File: src/rtl/dispatch_queue.sv
// In-order dispatch queue: circular buffer of decoded instruction records, head issued when its FU is ready.
// Latency: a pushed record is visible at the head on the cycle after the push edge; issue is combinational on the head.
// Backpressure: stall_o when count >= DEPTH-1; pushes that still find no room are dropped and flag overflow_o (sticky).
module dispatch_queue #(
  parameter int DEPTH          = 4,
  parameter int regWidth       = 5,
  parameter int addressSize    = 64,
  parameter int opcodeWidth    = 6,
  parameter int XxoOpcodeWidth = 10,
  parameter int formatWidth    = 5
) (
  input  logic                          clock_i,
  input  logic                          resetn_i,
  input  logic                          enable_i,
  input  logic [63:0]                   imm_i,
  input  logic                          immEnable_i,
  input  logic [regWidth-1:0]           reg1_i,
  input  logic [regWidth-1:0]           reg2_i,
  input  logic [regWidth-1:0]           reg3_i,
  input  logic                          reg1Enable_i,
  input  logic                          reg2Enable_i,
  input  logic                          reg3Enable_i,
  input  logic                          reg3IsImmediate_i,
  input  logic                          reg2ValOrZero_i,
  input  logic                          bit1_i,
  input  logic                          bit2_i,
  input  logic                          bit1Enable_i,
  input  logic                          bit2Enable_i,
  input  logic [addressSize-1:0]        instructionAddress_i,
  input  logic [opcodeWidth-1:0]        opcode_i,
  input  logic [XxoOpcodeWidth-1:0]     xOpcode_i,
  input  logic                          xOpcodeEnable_i,
  input  logic [2:0]                    functionalUnitCode_i,
  input  logic [formatWidth-1:0]        instructionFormat_i,
  input  logic                          flush_i,
  input  logic [7:0]                    fuReady_i,
  output logic                          stall_o,
  output logic                          issueValid_o,
  output logic [63:0]                   imm_o,
  output logic                          immEnable_o,
  output logic [regWidth-1:0]           reg1_o,
  output logic [regWidth-1:0]           reg2_o,
  output logic [regWidth-1:0]           reg3_o,
  output logic                          reg1Enable_o,
  output logic                          reg2Enable_o,
  output logic                          reg3Enable_o,
  output logic                          reg3IsImmediate_o,
  output logic                          reg2ValOrZero_o,
  output logic                          bit1_o,
  output logic                          bit2_o,
  output logic                          bit1Enable_o,
  output logic                          bit2Enable_o,
  output logic [addressSize-1:0]        instructionAddress_o,
  output logic [opcodeWidth-1:0]        opcode_o,
  output logic [XxoOpcodeWidth-1:0]     xOpcode_o,
  output logic                          xOpcodeEnable_o,
  output logic [2:0]                    functionalUnitCode_o,
  output logic [formatWidth-1:0]        instructionFormat_o,
  output logic                          issueFire_o,
  output logic [$clog2(DEPTH):0]        count_o,
  output logic                          overflow_o
);

  localparam int PW    = $clog2(DEPTH);
  localparam int CW    = PW + 1;
  localparam int REC_W = 64 + 1 + 3*regWidth + 3 + 2 + 4 + addressSize
                       + opcodeWidth + XxoOpcodeWidth + 1 + 3 + formatWidth;
  localparam logic [CW-1:0] FULL_CNT  = CW'(DEPTH);
  localparam logic [CW-1:0] STALL_CNT = CW'(DEPTH - 1);

  logic [REC_W-1:0] mem_q [DEPTH];
  logic [PW-1:0]    wr_ptr_q, wr_ptr_d, rd_ptr_q, rd_ptr_d;
  logic [CW-1:0]    count_q, count_d;
  logic             overflow_q, overflow_d;
  logic [REC_W-1:0] wr_rec, head_rec;
  logic             push_ok, drop;

  assign wr_rec = {imm_i, immEnable_i, reg1_i, reg2_i, reg3_i,
                   reg1Enable_i, reg2Enable_i, reg3Enable_i,
                   reg3IsImmediate_i, reg2ValOrZero_i,
                   bit1_i, bit2_i, bit1Enable_i, bit2Enable_i,
                   instructionAddress_i, opcode_i, xOpcode_i, xOpcodeEnable_i,
                   functionalUnitCode_i, instructionFormat_i};

  assign head_rec = mem_q[rd_ptr_q];

  assign {imm_o, immEnable_o, reg1_o, reg2_o, reg3_o,
          reg1Enable_o, reg2Enable_o, reg3Enable_o,
          reg3IsImmediate_o, reg2ValOrZero_o,
          bit1_o, bit2_o, bit1Enable_o, bit2Enable_o,
          instructionAddress_o, opcode_o, xOpcode_o, xOpcodeEnable_o,
          functionalUnitCode_o, instructionFormat_o} = head_rec;

  // Head presentation and issue; a flush hides the head so nothing escapes in the flush cycle.
  assign issueValid_o = (count_q != '0) && !flush_i;
  assign issueFire_o  = issueValid_o && fuReady_i[functionalUnitCode_o];
  // A full queue can still accept when the head leaves on the same edge.
  assign push_ok      = enable_i && !flush_i && ((count_q < FULL_CNT) || issueFire_o);
  assign drop         = enable_i && !flush_i && !push_ok;
  assign stall_o      = (count_q >= STALL_CNT);
  assign count_o      = count_q;
  assign overflow_o   = overflow_q;

  // Next-state for pointers, occupancy and the sticky drop flag.
  always_comb begin
    wr_ptr_d   = wr_ptr_q;
    rd_ptr_d   = rd_ptr_q;
    count_d    = count_q;
    overflow_d = overflow_q;
    if (flush_i) begin
      wr_ptr_d = '0;
      rd_ptr_d = '0;
      count_d  = '0;
    end else begin
      if (push_ok)     wr_ptr_d = wr_ptr_q + 1'b1;
      if (issueFire_o) rd_ptr_d = rd_ptr_q + 1'b1;
      if (push_ok && !issueFire_o)      count_d = count_q + 1'b1;
      else if (!push_ok && issueFire_o) count_d = count_q - 1'b1;
      if (drop) overflow_d = 1'b1;
    end
  end

  // Control state with asynchronous reset.
  always_ff @(posedge clock_i or negedge resetn_i) begin
    if (!resetn_i) begin
      wr_ptr_q   <= '0;
      rd_ptr_q   <= '0;
      count_q    <= '0;
      overflow_q <= 1'b0;
    end else begin
      wr_ptr_q   <= wr_ptr_d;
      rd_ptr_q   <= rd_ptr_d;
      count_q    <= count_d;
      overflow_q <= overflow_d;
    end
  end

  // Record storage needs no reset; only accepted pushes write it.
  always_ff @(posedge clock_i) begin
    if (push_ok) mem_q[wr_ptr_q] <= wr_rec;
  end

endmodule

File: config.mk
export PLATFORM = sky130hd
export DESIGN_NAME = dispatch_queue
export DESIGN_NICKNAME = d
export VERILOG_FILES = /design/src/rtl/dispatch_queue.sv
export SDC_FILE = /design/constraint.sdc
export NUM_CORES = 1
export LEC_CHECK = 0
export BUFFER_PORTS_ARGS = -buffer_cell sky130_fd_sc_hd__buf_2
export CAP_MARGIN = 20
export CORE_UTILIZATION = 57
export CTS_BUF_LIST = sky130_fd_sc_hd__clkbuf_16
export DETAILED_ROUTE_END_ITERATION = 7
export GPL_TIMING_DRIVEN = 0
export HOLD_SLACK_MARGIN = 0.08
export PLACE_DENSITY = 0.78
export SETUP_SLACK_MARGIN = 0.2
export SYNTH_ARGS = -nofsm -noshare
export SYNTH_HDL_FRONTEND = slang
export SYNTH_SLANG_ARGS = --single-unit
File: constraint.sdc
create_clock -name clock_i -period 8.2 [get_ports clock_i]
set_clock_uncertainty 0.2 [all_clocks]
set_input_delay 2.05 -clock clock_i [delete_from_list [all_inputs] [get_ports clock_i]]
set_output_delay 2.05 -clock clock_i [all_outputs]
set_load 0.1 [all_outputs]
# After elaboration in Yosys (flattened, before gate mapping)

Memory sizes are Yosys's and may differ from the RTL's.
Index checks and enable logic that the tools add are counted.

Register bits: 8
Bits in writable memories: 712
Memories kept: 1

Add/subtract/negate cells: 4
$lt $le $gt $ge: 3
Mux-type cells: 11
Bitwise operators: 1
Reductions and logical operators: 16

Memories:

| name  | depth | bits a word | rd ports | clocked after memory_dff | write ports | line | source |
|---|---|---|---|---|---|---|---|
| mem_q | 4     | 178         | 1        | 0                        | 1           | 71   | `logic [REC_W-1:0] mem_q [DEPTH];` |

Operators with widths:

| kind                  | count |
|---|---|
| $mux W3               | 3 |
| $mux W2               | 4 |
| $logic_and A1 B1 Y1   | 7 |
| $reduce_bool A3 Y1    | 2 |
| $add A2 B1 Y2 const B | 2 |
| $lt A3 B4 Y1 const B  | 1 |
| $reduce_bool A2 Y1    | 2 |
| $add A3 B1 Y3 const B | 1 |
| $bmux W1 S3           | 1 |
| $ge A3 B2 Y1 const B  | 1 |
| $logic_not A1 Y1      | 3 |
| $lt A3 B3 Y1 const B  | 1 |
| $mux W1               | 3 |
| $sub A3 B1 Y3 const B | 1 |
| $reduce_and A2 Y1     | 1 |
| $logic_or A1 B1 Y1    | 1 |
| $not A1 Y1            | 1 |

# Depth between registers and ports, before layout

Gate-level depths: netlist (run 1).
An unclocked memory read counts as a cell.

Word-level depth: 11
Gate-level depth with buffers: 12
Gate-level depth less buffers: 11

# Worst setup path after synthesis (run 1)

No wires, ideal clock.

Path type: input to register
Start: input port fuReady_i[3]
End: memory mem_q[0][0] (netlist bit) (enable)
Library setup time: 0.560 ns
Arrival time: 6.814 ns
Setup slack: 0.626 ns
Stages: 5
Buffers on the path: 0
Path through: mux2i_1 > a22oi_4 > nand2_1 > a21oi_1 > and2_1

Longest elaborated chain between the ends: 7

RTL lines:

| what                          | line | source |
|---|---|---|
| start: declaration            | 36   | `input logic [7:0] fuReady_i,` |
| $bmux W1 S3                   | 96   | `assign issueFire_o = issueValid_o && fuReady_i[functionalUnitCode_o];` |
| $mux W1 (not written as such) | 96   |  |
| $logic_and A1 B1 Y1           | 96   |  |
| $logic_or A1 B1 Y1            | 98   | `assign push_ok = enable_i && !flush_i && ((count_q < FULL_CNT) \|\| issueFire_o);` |
| $logic_and A1 B1 Y1           | 98   |  |
| $mux W1                       | 140  | `if (push_ok) mem_q[wr_ptr_q] <= wr_rec;` |
| $mux W1 (not written as such) | 140  |  |
| end: declaration              | 71   |  |

No other way between the ends. The select of a mux whose other input is x is not followed.

# Worst setup path in the final report (run 1)

Start: input port flush_i
End: output port issueFire_o

Longest elaborated chain between the ends: 3

RTL lines:

| what                | line | source |
|---|---|---|
| start: declaration  | 35   | `input logic flush_i,` |
| $logic_not A1 Y1    | 95   | `assign issueValid_o = (count_q != '0) && !flush_i;` |
| $logic_and A1 B1 Y1 | 95   |  |
| $logic_and A1 B1 Y1 | 96   |  |
| end: declaration    | 59   | `output logic issueFire_o,` |

No other way between the ends.

==> results.sh, run 1 <==
export IMPL_status="finished clean"
export IMPL_total_via_count_in_the_routed_design=12322
export IMPL_cts_root_buf="sky130_fd_sc_hd__clkbuf_16"
export IMPL_drt_wl_total_mm=53.4
export IMPL_vias_per_cell=5.80
export IMPL_ys_types=33
export IMPL_worst_setup_path_start_kind="input pin"
export IMPL_hp_start="overflow_o"
export IMPL_power_leakage_nw=10.7
export IMPL_post_layout_total_power_mw=11.8
export IMPL_route_antenna_remaining_nets=0
export IMPL_drt_pre_antenna_iters=5
export IMPL_stdcell_count=2126
export IMPL_mappedNetlistArea_um2=26300
export IMPL_slew_of_the_pin_with_the_lowest_slew_margin_ns=0.946
export IMPL_die_area_um2=47000
export IMPL_critPathKind="in2out"
export IMPL_timing_critical_path_arrival_ns=3.40
export IMPL_globalplace_congestion=0.812
export IMPL_ys_ff_latch=720
export IMPL_worstPathMaxFanout=10
export IMPL_hold_worst_slack_ns=0.297
export IMPL_antenna_violations_before_repair=11
export IMPL_nFillCells=2678
export IMPL_boundaryPins=375
export IMPL_r2r_cells=9
export IMPL_dpl_hpwl_mm=33.0
export IMPL_cts_buffers_inserted=70
export IMPL_die_w_um=217
export IMPL_num_nets_final=1663
export IMPL_hold_class="reg2reg"
export IMPL_finalMaxSlewViolations=0
export IMPL_clockBufferDepth=3
export IMPL_worst_ir_drop_vdd_mv=0.289
export IMPL_slew_headroom=0.370
export IMPL_hold_viol=0
export IMPL_rsz0062_at_grt="false"
export IMPL_gr_usage_all_layers=0.229
export IMPL_setup_viol=0
export IMPL_number_of_global_route_vias_before_repair=12841
export IMPL_latest_clock_arrival_within_the_worst_skew_pair_ns=0.59
export IMPL_critical_path_reg2reg_startpoint="rd_ptr_q[0]"
export IMPL_portbufs=372
export IMPL_grt_busiest_layer="met2"
export IMPL_cts_hold_repair_buffers=0
export IMPL_grtUsageMet2=0.390
export IMPL_maxCapViolCount=0
export IMPL_synth_seq_area_share=0.821
export IMPL_grt_util_met1=0.281
export IMPL_cts_sink_count=720
export IMPL_postPlaceCellArea_um2=29200
export IMPL_die_y_um=217
export IMPL_groute_layer_met3_usage=0.0634
export IMPL_regToRegSetupSlack_ns=4.15
export IMPL_clk_transition_reported_paths_ns=0.06
export IMPL_row_count=78
export IMPL_setup_tns_final_ns=0
export IMPL_hold_path_depth=1
export IMPL_post_place_cells=1996
export IMPL_finalCritPeriodShare=0.690
export IMPL_detail_route_drc_violations=0
export IMPL_timing_rr_end="mem_q[3][141]"
export IMPL_power_per_cell_area_nw_per_um2=374
export IMPL_synthesis_area_per_instance_um2=26.0
export IMPL_dr_first_iter_drc_count=963
export IMPL_critical_path_required_ns=5.95
export IMPL_end_kind="output port"
export IMPL_layout_drive_gt1_share=0.448
export IMPL_tritoncts="yes"
export IMPL_post_cts_resized=0
export IMPL_cts_repair_timing_setup_buffer_count=0
export IMPL_grt_remaining_overflow=0
export IMPL_grt_start_max_net_pins=57
export IMPL_htreeDepth=3
export IMPL_initial_utilization=0.579
export IMPL_hold_path_sink="overflow_o"
export IMPL_post_layout_min_period_ns=5.65
export IMPL_synthToLayoutAreaGrowth_pct=19.9
export IMPL_wl_per_cell_um=25.1
export IMPL_syn_nets=1207
export IMPL_synth_warning_count=0
export IMPL_finish_instance_area_um2=31500
export IMPL_grt_pass1_wl_mm=77.8
export IMPL_core_area_um2=45400
export IMPL_syn_inst=1012
export IMPL_fmax_ghz=0.177
-- flip-flops by register name (all words and copies together) (netlist names) --
signal	flops
wr_ptr_q	2
overflow_o	1
rd_ptr_q	2
mem_q	712
count_o	3
-- per-layer routing --
metal / routed length, um / vias up
met3: 4030 / 105
met2: 28200 / 513
met5: 63 / -
met1: 19800 / 6395
met4: 1210 / 10
li1: - / 5299
-- how the worst max path moves through the flow --
stage	from	end	cells after the start
finish	flush_i	issueFire_o	5
global route	rd_ptr_q[1]	instructionAddress_o[56]	5
CTS	rd_ptr_q[1]	instructionAddress_o[33]	5
detailed placement	flush_i	issueFire_o	5
global placement	fuReady_i[2]	mem_q[0][132]	6
floorplan	fuReady_i[3]	mem_q[0][0]	5
-- power by group --
| part | switching [mW] | internal, mW | total [mW] | leakage (nW) |
|---|---|---|---|---|
| Combinational | 3.45 | 0.870 | 4.32 | 2.92 |
| Clock | 1.29 | 1.85 | 3.14 | 1.17 |
| Sequential | 0.0535 | 4.27 | 4.32 | 6.57 |
-- synth_stat cells --
cell / instances / area share
sky130_fd_sc_hd__nand2b_1: 4 / 0.00095
sky130_fd_sc_hd__buf_2: 14 / 0.0027
sky130_fd_sc_hd__buf_6: 1 / 0.00043
sky130_fd_sc_hd__ha_1: 4 / 0.0019
sky130_fd_sc_hd__a311oi_1: 1 / 0.00033
sky130_fd_sc_hd__nand3_2: 1 / 0.00038
sky130_fd_sc_hd__and3_1: 1 / 0.00024
sky130_fd_sc_hd__o211ai_1: 1 / 0.00029
sky130_fd_sc_hd__nor2b_1: 1 / 0.00024
sky130_fd_sc_hd__nor3_1: 2 / 0.00038
sky130_fd_sc_hd__a2bb2oi_4: 1 / 0.0010
sky130_fd_sc_hd__a31oi_1: 1 / 0.00024
sky130_fd_sc_hd__edfxtp_1: 712 / 0.81
sky130_fd_sc_hd__a21oi_1: 4 / 0.00076
sky130_fd_sc_hd__o21ai_0: 7 / 0.0013
sky130_fd_sc_hd__nand3b_1: 1 / 0.00029
sky130_fd_sc_hd__nor2b_4: 1 / 0.00052
sky130_fd_sc_hd__a22oi_4: 1 / 0.00081
sky130_fd_sc_hd__and2_1: 4 / 0.00095
sky130_fd_sc_hd__or3_1: 1 / 0.00024
sky130_fd_sc_hd__mux2i_1: 7 / 0.0027
sky130_fd_sc_hd__dfrtp_1: 8 / 0.0076
sky130_fd_sc_hd__inv_1: 7 / 0.0010
sky130_fd_sc_hd__o21bai_1: 1 / 0.00029
sky130_fd_sc_hd__clkbuf_1: 13 / 0.0019
sky130_fd_sc_hd__fa_1: 1 / 0.00076
sky130_fd_sc_hd__mux4_2: 178 / 0.15
sky130_fd_sc_hd__nor4_1: 1 / 0.00024
sky130_fd_sc_hd__mux2_4: 1 / 0.00057
sky130_fd_sc_hd__buf_1: 15 / 0.0021
sky130_fd_sc_hd__nand2_1: 8 / 0.0011
sky130_fd_sc_hd__nor2_1: 8 / 0.0011
sky130_fd_sc_hd__nand4_1: 1 / 0.00024
-- per-stage QoR --
step | utilization | setup WS [ns]
after floorplan | - | 0.626
after global placement | 0.637 | -2.89
after detailed placement | 0.644 | 2.59
after CTS | 0.694 | 2.44
after global routing | 0.694 | 2.40
final | 0.694 | 2.55
-- cell type report --
class / count / area [um2] / area share
flip-flops and latches: 720 / 21600 / 0.685
multi-input cells: 242 / 4490 / 0.142
repair buffers: 384 / 2190 / 0.0696
clock buffers: 74 / 1850 / 0.0588
well taps: 600 / 751 / 0.0238
clock inverters: 50 / 420 / 0.0133
plain buffers: 43 / 186 / 0.00592
inverters: 7 / 26.3 / 0.000834
diodes: 6 / 15.0 / 0.000476
-- critical path: stages --
cell and delay (ns):
sky130_fd_sc_hd__buf_1 0.20, sky130_fd_sc_hd__nor2_1 0.36, sky130_fd_sc_hd__nand3_2 0.21, sky130_fd_sc_hd__inv_1 0.14, sky130_fd_sc_hd__buf_2 0.43
-- layout by cell type (no fill, tap or decap), types with 2 or more instances in the layout --
master / instances
sky130_fd_sc_hd__inv_1: 23
sky130_fd_sc_hd__clkinv_1: 13
sky130_fd_sc_hd__clkbuf_16: 74
sky130_fd_sc_hd__o21ai_0: 7
sky130_fd_sc_hd__buf_16: 12
sky130_fd_sc_hd__nand2b_1: 4
sky130_fd_sc_hd__nor3_1: 2
sky130_fd_sc_hd__edfxtp_1: 712
sky130_fd_sc_hd__clkbuf_1: 13
sky130_fd_sc_hd__dfrtp_1: 8
sky130_fd_sc_hd__mux2i_1: 7
sky130_fd_sc_hd__diode_2: 6
sky130_fd_sc_hd__a21oi_1: 4
sky130_fd_sc_hd__buf_2: 386
sky130_fd_sc_hd__nor2_1: 8
sky130_fd_sc_hd__mux4_2: 178
sky130_fd_sc_hd__nand2_1: 8
sky130_fd_sc_hd__buf_1: 15
sky130_fd_sc_hd__clkinvlp_4: 2
sky130_fd_sc_hd__and2_4: 4
sky130_fd_sc_hd__inv_6: 3
sky130_fd_sc_hd__ha_1: 4
sky130_fd_sc_hd__bufinv_16: 7
sky130_fd_sc_hd__clkinv_2: 7
-- cells by family (layout without fill, tap and decap cells) --
group / after synthesis / in the layout / synth area share
flip-flops: 720 / 720 / 0.821
multiplexers: 186 / 186 / 0.156
adder cells (fa/ha/maj): 5 / 5 / 0.00267
AO/OA/AOI/OAI: 17 / 17 / 0.00505
other: 0 / 6 / 0
buffers and inverters: 50 / 558 / 0.00810
AND/OR/NAND/NOR: 34 / 34 / 0.00695
Power figures use the tool's default switching activity.
==> run 2: changes to the inputs <==
- clock period: 8.2 -> 5.9 ns (I/O delays scaled with it)
==> run 2 against run 1 <==
Setup slack got worse by 1.7 ns. Sequential share of layout area rose by 0.095 points. Critical path depth did not move. Critical path type is now reg2out. Largest cell class unchanged. Largest power group is now combinational logic.
==> results.sh, run 2 (same netlist as run 1, synthesis figures left out) <==
export IMPL_status="finished clean"
export IMPL_grtUsageMet2=0.376
export IMPL_finalMaxSlewViolations=0
export IMPL_vias_per_cell=5.83
export IMPL_mostFrequentLayoutCells="sky130_fd_sc_hd__edfxtp_1 (712), sky130_fd_sc_hd__buf_2 (386), sky130_fd_sc_hd__mux4_2 (178), sky130_fd_sc_hd__clkbuf_16 (75), sky130_fd_sc_hd__inv_1 (21)"
export IMPL_cts_root_buf="sky130_fd_sc_hd__clkbuf_16"
export IMPL_finish_instance_area_um2=31500
export IMPL_cts_buffers_inserted=71
export IMPL_synthToLayoutAreaGrowth_pct=19.8
export IMPL_power_per_cell_area_nw_per_um2=517
export IMPL_worst_setup_path_start_kind="flip-flop"
export IMPL_max_flop_register="mem_q"
export IMPL_layout_commonest_cell="sky130_fd_sc_hd__edfxtp_1"
export IMPL_groute_layer_met3_usage=0.0705
export IMPL_setup_viol=0
export IMPL_hold_viol=0
export IMPL_core_area_um2=45400
export IMPL_grt_remaining_overflow=0
export IMPL_end_kind="output port"
export IMPL_timing_critical_path_arrival_ns=3.36
export IMPL_die_area_um2=47000
export IMPL_slew_headroom=0.384
export IMPL_grt_util_met1=0.300
export IMPL_row_count=78
export IMPL_wl_per_cell_um=25.3
export IMPL_die_w_um=217
export IMPL_layout_drive_gt1_share=0.449
export IMPL_detail_route_drc_violations=0
export IMPL_gr_usage_all_layers=0.233
export IMPL_cts_repair_timing_setup_buffer_count=0
export IMPL_setup_tns_final_ns=0
export IMPL_maxCapViolCount=0
export IMPL_dr_first_iter_drc_count=925
export IMPL_tritoncts="yes"
export IMPL_die_y_um=217
export IMPL_grt_pass1_wl_mm=79.1
export IMPL_postPlaceCellArea_um2=29200
export IMPL_portbufs=372
export IMPL_worstPathMaxFanout=10
export IMPL_nFillCells=2685
export IMPL_dpl_hpwl_mm=33.8
export IMPL_num_nets_final=1665
export IMPL_final_core_utilization=0.693
export IMPL_hold_worst_slack_ns=0.276
export IMPL_critPathKind="reg2out"
export IMPL_number_of_global_route_vias_before_repair=12793
export IMPL_grt_start_max_net_pins=58
export IMPL_grt_busiest_layer="met2"
export IMPL_boundaryPins=375
export IMPL_rsz0062_at_grt="false"
export IMPL_antenna_violations_before_repair=14
export IMPL_hold_class="reg2reg"
export IMPL_drt_wl_total_mm=54.0
export IMPL_cts_sink_count=720
export IMPL_power_leakage_nw=10.6
export IMPL_initial_utilization=0.579
export IMPL_post_cts_resized=0
export IMPL_latest_clock_arrival_within_the_worst_skew_pair_ns=0.59
export IMPL_fmax_ghz=0.199
export IMPL_hold_path_depth=1
export IMPL_cts_hold_repair_buffers=0
export IMPL_post_layout_min_period_ns=5.03
export IMPL_globalplace_congestion=0.771
export IMPL_htreeDepth=3
export IMPL_finalCritPeriodShare=0.853
export IMPL_slew_of_the_pin_with_the_lowest_slew_margin_ns=0.924
export IMPL_clk_transition_reported_paths_ns=0.06
export IMPL_post_layout_total_power_mw=16.3
export IMPL_r2r_cells=9
export IMPL_critical_path_required_ns=4.22
export IMPL_total_via_count_in_the_routed_design=12419
export IMPL_largest_reg_flops=712
export IMPL_worst_ir_drop_vdd_mv=0.461
export IMPL_drt_pre_antenna_iters=6
export IMPL_route_antenna_remaining_nets=0
export IMPL_clockBufferDepth=3
-- run 2: report_power, final --
part / switching, mW / internal (mW) / total [mW]
clock network: 1.80 / 2.43 / 4.23
logic: 4.81 / 1.21 / 6.02
registers: 0.0731 / 5.94 / 6.01
-- run 2: worst paths after layout --
| check | from | endpoint | slack, ns |
|---|---|---|---|
| hold reg to reg | overflow_o | overflow_o | 0.28 |
| setup / recovery | rd_ptr_q[1] | imm_o[21] | 0.87 |
| hold / removal | overflow_o | overflow_o | 0.28 |
| max in group asynchronous | resetn_i | wr_ptr_q[1] | 4.80 |
| min in group asynchronous | resetn_i | count_o[2] | 0.52 |
| setup reg to reg | rd_ptr_q[0] | mem_q[0][139] | 1.70 |
-- run 2: area by class of cell --
cell class	instances	area, um2	area share
Antenna cell	8	20.0	0.000636
Multi-Input combinational cell	242	4490	0.143
Sequential cell	720	21600	0.686
Buffer	43	186	0.00592
Clock inverter	51	332	0.0105
Timing Repair Buffer	385	2200	0.0701
Tap cell	600	751	0.0239
Clock buffer	75	1880	0.0596
Inverter	7	26.3	0.000835
-- run 2: worst max-delay path: stages, from the launching register on --
cell	delay (ns)
sky130_fd_sc_hd__dfrtp_1	0.32
sky130_fd_sc_hd__buf_2	0.30
sky130_fd_sc_hd__buf_1	0.74
sky130_fd_sc_hd__buf_1	0.59
sky130_fd_sc_hd__mux4_2	0.34
sky130_fd_sc_hd__buf_2	0.46
-- run 2: per-stage QoR --
stage               worst slack, ns  std cells
floorplan                     0.746       1012
global placement              -1.02       1984
detailed placement             1.35       1997
CTS                           0.699       2123
global route                  0.679       2128
finish                        0.867       2131
-- run 2: routing by layer --
layer | up-vias | wire [um] | part of all wire
li1 | 5308 | - | -
met1 | 6480 | 20500 | 0.38
met2 | 499 | 27600 | 0.51
met3 | 120 | 4150 | 0.077
met4 | 12 | 1710 | 0.032
met5 | - | 79 | 0.0015
